===== src/rtl/uart_pkg.sv =====
// Shared UART receive definitions: FSM state encoding and frame timing constants.
package uart_pkg;

  typedef enum logic [1:0] {
    IDLE  = 2'd0,
    START = 2'd1,
    DATA  = 2'd2,
    STOP  = 2'd3
  } rx_state_t;

  localparam int DBIT_DEFAULT    = 8;
  localparam int SB_TICK_DEFAULT = 16;
  localparam int MID_TICK        = 7;
  localparam int END_TICK        = 15;

  function automatic int max_int(input int a, input int b);
    return (a > b) ? a : b;
  endfunction

endpackage


===== src/rtl/timer_input.sv =====
// Free-running modulo counter: o_done pulses for one clock every i_final_value+1 enabled clocks.
module timer_input #(
  parameter int N = 11
) (
  input  logic         i_clk,
  input  logic         i_rstn,
  input  logic         i_enable,
  input  logic [N-1:0] i_final_value,
  output logic         o_done
);

  logic [N-1:0] r_count;
  logic         w_at_final;

  // A compare of >= lets the counter recover at once if the divisor is lowered mid-count.
  assign w_at_final = (r_count >= i_final_value);
  assign o_done     = i_enable && w_at_final;

  always_ff @(posedge i_clk or negedge i_rstn) begin
    if (!i_rstn) begin
      r_count <= '0;
    end else if (i_enable) begin
      r_count <= w_at_final ? '0 : r_count + 1'b1;
    end
  end

endmodule


===== src/rtl/uart_rx_ctrl.sv =====
// UART receive controller: 16x oversampled start/data/stop sequencing driven by a
// free-running baud tick, with a 2-flop synchronizer on the serial input.
module uart_rx_ctrl
  import uart_pkg::*;
#(
  parameter int DBIT       = DBIT_DEFAULT,
  parameter int SB_TICK    = SB_TICK_DEFAULT,
  parameter int TIMER_BITS = 11
) (
  input  logic                  clk,
  input  logic                  rstn,
  input  logic [TIMER_BITS-1:0] baud_final,
  input  logic                  rx,
  output logic [DBIT-1:0]       rx_dout,
  output logic                  rx_done_tick,
  output logic                  frame_err,
  output logic                  busy
);

  localparam int SW = max_int($clog2(SB_TICK), 4);
  localparam int NW = max_int($clog2(DBIT), 1);

  logic            r_rx_meta;
  logic            r_rx_s;
  logic            w_tick;

  rx_state_t       r_state,   w_state_next;
  logic [SW-1:0]   r_s,       w_s_next;
  logic [NW-1:0]   r_n,       w_n_next;
  logic [DBIT-1:0] r_b,       w_b_next;
  logic [DBIT-1:0] r_dout,    w_dout_next;
  logic            r_ferr,    w_ferr_next;
  logic            r_done,    w_done_next;

  // The timer is never restarted, so start-bit alignment is only good to one tick.
  timer_input #(.N(TIMER_BITS)) u_baud_timer (
    .i_clk         (clk),
    .i_rstn        (rstn),
    .i_enable      (1'b1),
    .i_final_value (baud_final),
    .o_done        (w_tick)
  );

  always_ff @(posedge clk or negedge rstn) begin
    if (!rstn) begin
      r_rx_meta <= 1'b1;
      r_rx_s    <= 1'b1;
    end else begin
      r_rx_meta <= rx;
      r_rx_s    <= r_rx_meta;
    end
  end

  always_ff @(posedge clk or negedge rstn) begin
    if (!rstn) begin
      r_state <= IDLE;
      r_s     <= '0;
      r_n     <= '0;
      r_b     <= '0;
      r_dout  <= '0;
      r_ferr  <= 1'b0;
      r_done  <= 1'b0;
    end else begin
      r_state <= w_state_next;
      r_s     <= w_s_next;
      r_n     <= w_n_next;
      r_b     <= w_b_next;
      r_dout  <= w_dout_next;
      r_ferr  <= w_ferr_next;
      r_done  <= w_done_next;
    end
  end

  always_comb begin
    w_state_next = r_state;
    w_s_next     = r_s;
    w_n_next     = r_n;
    w_b_next     = r_b;
    w_dout_next  = r_dout;
    w_ferr_next  = r_ferr;
    w_done_next  = 1'b0;

    case (r_state)
      IDLE: begin
        if (!r_rx_s) begin
          w_state_next = START;
          w_s_next     = '0;
        end
      end
      START: begin
        if (w_tick) begin
          // Re-check the line at mid start bit so short glitches are dropped.
          if (r_s == SW'(MID_TICK)) begin
            if (!r_rx_s) begin
              w_state_next = DATA;
              w_s_next     = '0;
              w_n_next     = '0;
            end else begin
              w_state_next = IDLE;
            end
          end else begin
            w_s_next = r_s + 1'b1;
          end
        end
      end
      DATA: begin
        if (w_tick) begin
          if (r_s == SW'(END_TICK)) begin
            w_s_next = '0;
            w_b_next = {r_rx_s, r_b[DBIT-1:1]};
            if (r_n == NW'(DBIT - 1)) begin
              w_state_next = STOP;
            end else begin
              w_n_next = r_n + 1'b1;
            end
          end else begin
            w_s_next = r_s + 1'b1;
          end
        end
      end
      STOP: begin
        if (w_tick) begin
          if (r_s == SW'(SB_TICK - 1)) begin
            w_state_next = IDLE;
            w_done_next  = 1'b1;
            w_dout_next  = r_b;
            w_ferr_next  = ~r_rx_s;
          end else begin
            w_s_next = r_s + 1'b1;
          end
        end
      end
      default: begin
        w_state_next = IDLE;
      end
    endcase
  end

  assign rx_dout      = r_dout;
  assign rx_done_tick = r_done;
  assign frame_err    = r_ferr;
  assign busy         = (r_state != IDLE);

endmodule


===== config.mk =====
export PLATFORM = sky130hd
export DESIGN_NAME = uart_rx_ctrl
export DESIGN_NICKNAME = d
export VERILOG_FILES = /design/src/rtl/uart_pkg.sv /design/src/rtl/timer_input.sv /design/src/rtl/uart_rx_ctrl.sv
export SDC_FILE = /design/constraint.sdc
export NUM_CORES = 1
export LEC_CHECK = 0
export ABC_AREA = 1
export CAP_MARGIN = 20
export CORE_AREA = 5 5 73 75
export CTS_BUF_LIST = sky130_fd_sc_hd__clkbuf_16
export DETAILED_ROUTE_END_ITERATION = 6
export DIE_AREA = 0 0 78 80
export GPL_TIMING_DRIVEN = 0
export PLACE_DENSITY = 0.75
export SKIP_CTS_REPAIR_TIMING = 1
export SLEW_MARGIN = 0
export SYNTH_ARGS = -nofsm -noshare
export SYNTH_HDL_FRONTEND = slang
export SYNTH_HIERARCHICAL = 1
export SYNTH_SLANG_ARGS = --single-unit

===== constraint.sdc =====
create_clock -name clk -period 2.1 [get_ports clk]
set_input_delay 0.63 -clock clk [delete_from_list [all_inputs] [get_ports clk]]
set_output_delay 0.63 -clock clk [all_outputs]
set_load 0.02 [all_outputs]

Yosys cells after proc, flatten, opt, wreduce, memory -nomap -nowiden
Cells that the tools add are included.
{"block": "classes", "addsub": 3, "mul": 0, "n_div": 0, "order_cmp": 1, "eq_ne": 17, "shift": 0, "muxes": 29, "bitwise_logic": 1, "n_reduce_logical": 8}
{"operator": "$mux W4", "n": 7}
{"operator": "$mux W2", "n": 9}
{"operator": "$mux W3", "n": 6}
{"operator": "$ne A2 B2 Y1 const B", "n": 8}
{"operator": "$pmux W4 S4", "n": 1}
{"operator": "$add A11 B1 Y11 const B", "n": 1}
{"operator": "$ge A11 B11 Y1", "n": 1}
{"operator": "$mux W11", "n": 1}
{"operator": "$pmux W2 S4", "n": 1}
{"operator": "$reduce_and A8 Y1", "n": 1}
{"operator": "$reduce_and A7 Y1", "n": 1}
{"operator": "$ne A2 B1 Y1 const B", "n": 3}
{"operator": "$pmux W3 S2", "n": 1}
{"operator": "$reduce_and A3 Y1", "n": 2}
{"operator": "$add A4 B1 Y4 const B", "n": 1}
{"operator": "$eq A2 B2 Y1 const B", "n": 2}
{"operator": "$eq A4 B3 Y1 const B", "n": 1}
{"operator": "$eq A4 B4 Y1 const B", "n": 1}
{"operator": "$reduce_and A4 Y1", "n": 1}
{"operator": "$reduce_bool A2 Y1", "n": 2}
{"operator": "$add A3 B1 Y3 const B", "n": 1}
{"operator": "$eq A3 B3 Y1 const B", "n": 1}
{"operator": "$mux W1", "n": 3}
{"operator": "$eq A2 B1 Y1 const B", "n": 1}
{"operator": "2 further kinds", "n": 2}
{"block": "totals", "reg_bits": 40, "latchBits": 0, "ram_bits": 0, "rom_bits": 0, "in_bits": 14, "output_inout_bits": 11, "n_memories": 0}

Depth between registers and ports, before layout
Gate-level depths: netlist of run 1.
{"block": "depth", "word_depth": 5, "ltp_mapped": 18, "depth_no_buf": 17}

Cells and area by module
The synthesis of run 1 kept the hierarchy.
{"mod": "uart_rx_ctrl", "n_inst": 1, "cells_per_inst": 161, "area_per_inst_um2": 1363.8, "seq_area_each_um2": 728.2}
{"mod": "timer_input", "n_inst": 1, "cells_per_inst": 120, "area_per_inst_um2": 904.6, "seq_area_each_um2": 275.3}

Worst setup path before layout of run 1
No wires, ideal clock.
{"block": "synth_path", "path_kind": "input to register", "startpoint": "input baud_final[10]", "endpoint": "register r_state[0]", "setup_ns": 0.119, "arrival_time_ns": 2.175, "required_time_ns": 1.981, "slack_ns": -0.194, "path_stages": 17, "path_buffers": 1, "path_cell_list": "inv_1 ha_1 nand2_1 inv_1 nand2_1 nor2_1 nand2_1 nand2_1 nor2_1 nor2_2 buf_6 inv_1 nand2_1 nand2_1 nor2_1 nand3_1 and2_1"}
{"block": "synth_between", "elab_chain_cells": 3, "word_cells_on_any_way": 5, "cone_classes": "order compare: 1; eq/ne: 3; reduce/logical: 1"}
{"element": "start: declaration", "line": "uart_rx_ctrl.sv:12", "rtl": "input logic [TIMER_BITS-1:0] baud_final,"}
{"element": "$ge A11 B11 Y1 (*)", "line": "timer_input.sv:16", "rtl": "assign w_at_final = (r_count >= i_final_value);"}
{"element": "named net w_tick", "line": "uart_rx_ctrl.sv:25", "rtl": "logic w_tick;"}
{"element": "$ne A2 B1 Y1 (no line)"}
{"element": "$reduce_and A8 Y1 (no line) (*)"}
{"element": "end signal: assignment", "line": "uart_rx_ctrl.sv:64", "rtl": "r_state <= w_state_next;"}
{"element": "end: declaration", "line": "uart_rx_ctrl.sv:27", "rtl": "rx_state_t r_state, w_state_next;"}
The timed path passes the listed nets; every way through them passes the cells marked *.
A chain may end at the register's enable or synchronous reset.

Final worst setup path of run 1
{"block": "layout_path", "startpoint": "input baud_final[8]", "endpoint": "register r_b[0]"}
{"block": "layout_between", "elab_chain_cells": 2}
{"element": "$ge A11 B11 Y1", "line": "timer_input.sv:16"}
{"element": "named net w_tick", "line": "uart_rx_ctrl.sv:25"}
{"element": "$reduce_and A3 Y1 (no line)"}
{"element": "end signal: assignment", "line": "uart_rx_ctrl.sv:67", "rtl": "r_b <= w_b_next;"}
{"element": "end: declaration", "line": "uart_rx_ctrl.sv:30", "rtl": "logic [DBIT-1:0] r_b, w_b_next;"}
The timed path passes the listed nets, and every way through them passes these cells.

==> impl_metrics.json, run 1 <==
{
  "num_antenna_cells": 0,
  "die_area_um2": 6240,
  "hold_end": "r_rx_s",
  "start_kind": "input pin",
  "required_ns": 2.30,
  "final_core_util": 0.6808,
  "avgSynthCellArea_um2": 8.073,
  "synth_area_leaders": "dfrtp_1 (42%), nand2_1 (13%), ha_1 (8.3%), inv_1 (6.5%), nor2_1 (4.8%)",
  "slowest_stage": "nor3_4",
  "crit_fanout": 7,
  "post-route-drc-count": 0,
  "grt_pass1_wl_um": 8024,
  "synth_area_um2": 2268,
  "holdCritStartpoint": "r_rx_meta",
  "tightest_slew_ns": 0.8907,
  "hpwlAfterDp_um": 3247,
  "routed_wl_um": 4742,
  "nets": 362,
  "synth_compound_area_frac": 0.06729,
  "drt_pass1_iterations": 5,
  "setup_slack_ns": -0.001040,
  "final_hold_viol_count": 0,
  "irDropWorstVdd_mv": 0.6654,
  "crit_path_max_incr_delay_ns": 0.29,
  "synth_adder_area_share": 0.08274,
  "fp.dieW_um": 78,
  "final-max-slew-violation-count": 0,
  "cts_inserted_buffers": 5,
  "wire_per_inst_um": 12.22,
  "timing.rr.end": "r_b[0]",
  "core_um2": 4598,
  "hold_depth": 0,
  "cp.buffers_inverters": 6,
  "critPathArrivalTime_ns": 2.30,
  "finalCritPeriodShare": 1.000,
  "worstHoldPathType": "reg -> reg",
  "grt_max_degree": 41,
  "r2r_cells": 15,
  "htree_num_levels": 2,
  "drtIter0Drc": 61,
  "drv_cap": 0,
  "synth.area.mux_share": 0.004413,
  "synth-simple-area-share": 0.2747,
  "critical_path_class": "in -> reg",
  "grt_usage": 0.1617,
  "path_clk_slew_ns": 0.05,
  "slew_headroom": 0.4062,
  "whs_ns": 0.3560,
  "chipHeight_um": 80,
  "rrSetupSlack_ns": -0.001,
  "drtAntennaViolNets": 0,
  "ios": 25,
  "synth_edf_count": 0,
  "gr-total-overflow": 0,
  "gp_congestion": 0.8389,
  "crit_path_end_kind": "flop",
  "cp_top_family": "simple AND/OR/NAND/NOR gates",
  "clock_path_buffers": 2,
  "cp_cell_sequence": "clkbuf_2 > inv_2 > ha_4 > nand2_4 > inv_2 > nand2_2 > nor2_1 > nand2_1 > nand2_1 > nor2_2 > nor2_2 > buf_6 > inv_4 > nor3_4 > buf_6 > nand2_1 > o21ai_1",
  "yosysTopAreaCell": "dfrtp_1",
  "syn_to_final_growth_pct": 38.00,
  "clk_latency_ns": 0.28,
  "ys_seq_area_frac": 0.4424,
  "violations": "setup timing",
  "cts_tree": "yes",
  "rsz0062_at_grt": "yes",
  "pre_cts_slack_ns": -0.8806,
  "total_power_mw": 2.131,
  "fin_skew_ns": 0.005661,
  "grt_pass1_vias": 1841,
  "ys_ff_latch": 40,
  "synthCells": 281,
  "synthFlopType": "dfrtp_1",
  "synthTopCellsByCount": "nand2_1 (80), inv_1 (39), dfrtp_1 (38)",
  "cp_common_cell": "nand2_1",
  "synthArstFlopShare": 1.000,
  "setup_tns_ns": -0.001040,
  "r2r_start": "u_baud_timer/r_count[9]",
  "clockRootBuffer": "clkbuf_16",
  "status": "finished with violations",
  "cts.sink_count": 40,
  "min_period_ns": 2.101,
  "drive_above_1_share": 0.3443,
  "start_util": 0.4933,
  "vias": 1882,
  "numPortBuffers": 24,
  "fmax_mhz": 476.0,
  "synthXorXnorAreaFrac": 0.03861,
  "antenna_found_initial": 0,
  "yosysTopAreaCellShare": 0.4192,
  "setup_viol": 1,
  "ys_types": 27,
  "powerDensity_nw_per_um2": 680.8,
  "fp-row-count": 25,
  "synth_top_family_by_area": "simple AND/OR/NAND/NOR gates",
  "avgViaCountPerCell": 4.851,
  "yosys_warnings": 6,
  "yosysMostFrequentCell": "nand2_1",
  "p_leak_nw": 1.588
}
-- worst reg2reg max path: stages (launching register included) --
cell and delay, ns:
dfrtp_2 0.44, ha_4 0.29, nand2_4 0.05, inv_2 0.05
nand2_2 0.04, nor2_1 0.09, nand2_1 0.05, nand2_1 0.07
nor2_2 0.04, nor2_2 0.12, buf_6 0.16, inv_4 0.05
nor3_4 0.29, buf_6 0.17, nand2_1 0.05, o21ai_1 0.07
-- how the worst max path moves through the flow --
| stage | slack [ns] | end | from | cells past startpoint |
|---|---|---|---|---|
| 6_report | -0.001 | r_b[0] | baud_final[8] | 17 |
| 3_3_place_gp | -0.86 | r_b[4] | baud_final[6] | 16 |
| 5_1_grt | -0.12 | r_b[3] | u_baud_timer/r_count[9] | 15 |
| 3_5_place_dp | -0.88 | r_b[2] | baud_final[6] | 16 |
| 4_1_cts | -0.59 | r_state[0] | baud_final[6] | 18 |
| 2_1_floorplan | -0.1 | r_state[0] | baud_final[6] | 17 |
-- metal layers --
| layer | wire length (um) | up-vias | track usage | part of all wire |
|---|---|---|---|---|
| met5 | 0 | - | 0 | 0 |
| met4 | 65 | 0 | 0.06081 | 0.014 |
| met3 | 171 | 5 | 0.04515 | 0.036 |
| met2 | 2345 | 30 | 0.2671 | 0.49 |
| met1 | 2159 | 875 | 0.2006 | 0.46 |
| li1 | - | 972 | - | - |
-- kinds of logic (layout without fill, tap and decap cells) --
logic type               Yosys count  after routing
AND/OR/NAND/NOR                  136            136
multiplexers                       1              1
AO/OA/AOI/OAI                     29             29
flip-flops                        40             40
buffers and inverters             49             98
other                              1              5
XOR/XNOR                          10             10
adder cells (fa/ha/maj)           15             15
-- placed cells by master (no fill, tap or decap), types with 9 or more instances in the layout --
master and n:
nand2_1 68, inv_1 27, dfrtp_1 27, nor2_1 23
inv_2 18, o21ai_1 17, buf_4 15, clkdlybuf4s50_1 11
dfrtp_2 11, ha_4 10, nand2_2 9
-- registers in the layout, indices dropped and copies added (netlist names), named ones only --
name                  flops
frame_err                 1
r_b                       8
r_n                       3
r_rx_meta                 1
r_rx_s                    1
r_s                       4
r_state                   1
rx_done_tick              1
rx_dout                   8
u_baud_timer/r_count     11
-- stage by stage --
stage	cells	cell area [um2]
global route	388	3131
detailed placement	363	2709
finish	388	3131
global placement	363	2714
floorplan	285	2406
CTS	371	2845
-- area by class of cell --
| cell class | count | area [um2] |
|---|---|---|
| clock inverters | 3 | 11.26 |
| flip-flops and latches | 40 | 1017 |
| repair buffers | 41 | 385.4 |
| fillers | 363 | 1468 |
| plain buffers | 3 | 37.54 |
| multi-input cells | 196 | 1299 |
| well taps | 54 | 67.56 |
| inverters | 46 | 187.7 |
| clock buffers | 5 | 125.1 |
-- where the power goes --
part | switching (mW) | total (mW) | internal [mW] | leakage, nW
clock network | 0.282 | 0.709 | 0.427 | 0.0738
registers | 0.110 | 0.956 | 0.846 | 0.474
logic | 0.226 | 0.466 | 0.240 | 1.04
No activity file was read; power rests on OpenSTA's default activity.
==> inputs of run 2 (changes only) <==
Settings changed: GPL_ROUTABILITY_DRIVEN from default to 0.
==> results of run 2 <==
Final layout, timing and power as in run 1 (identical DEF).
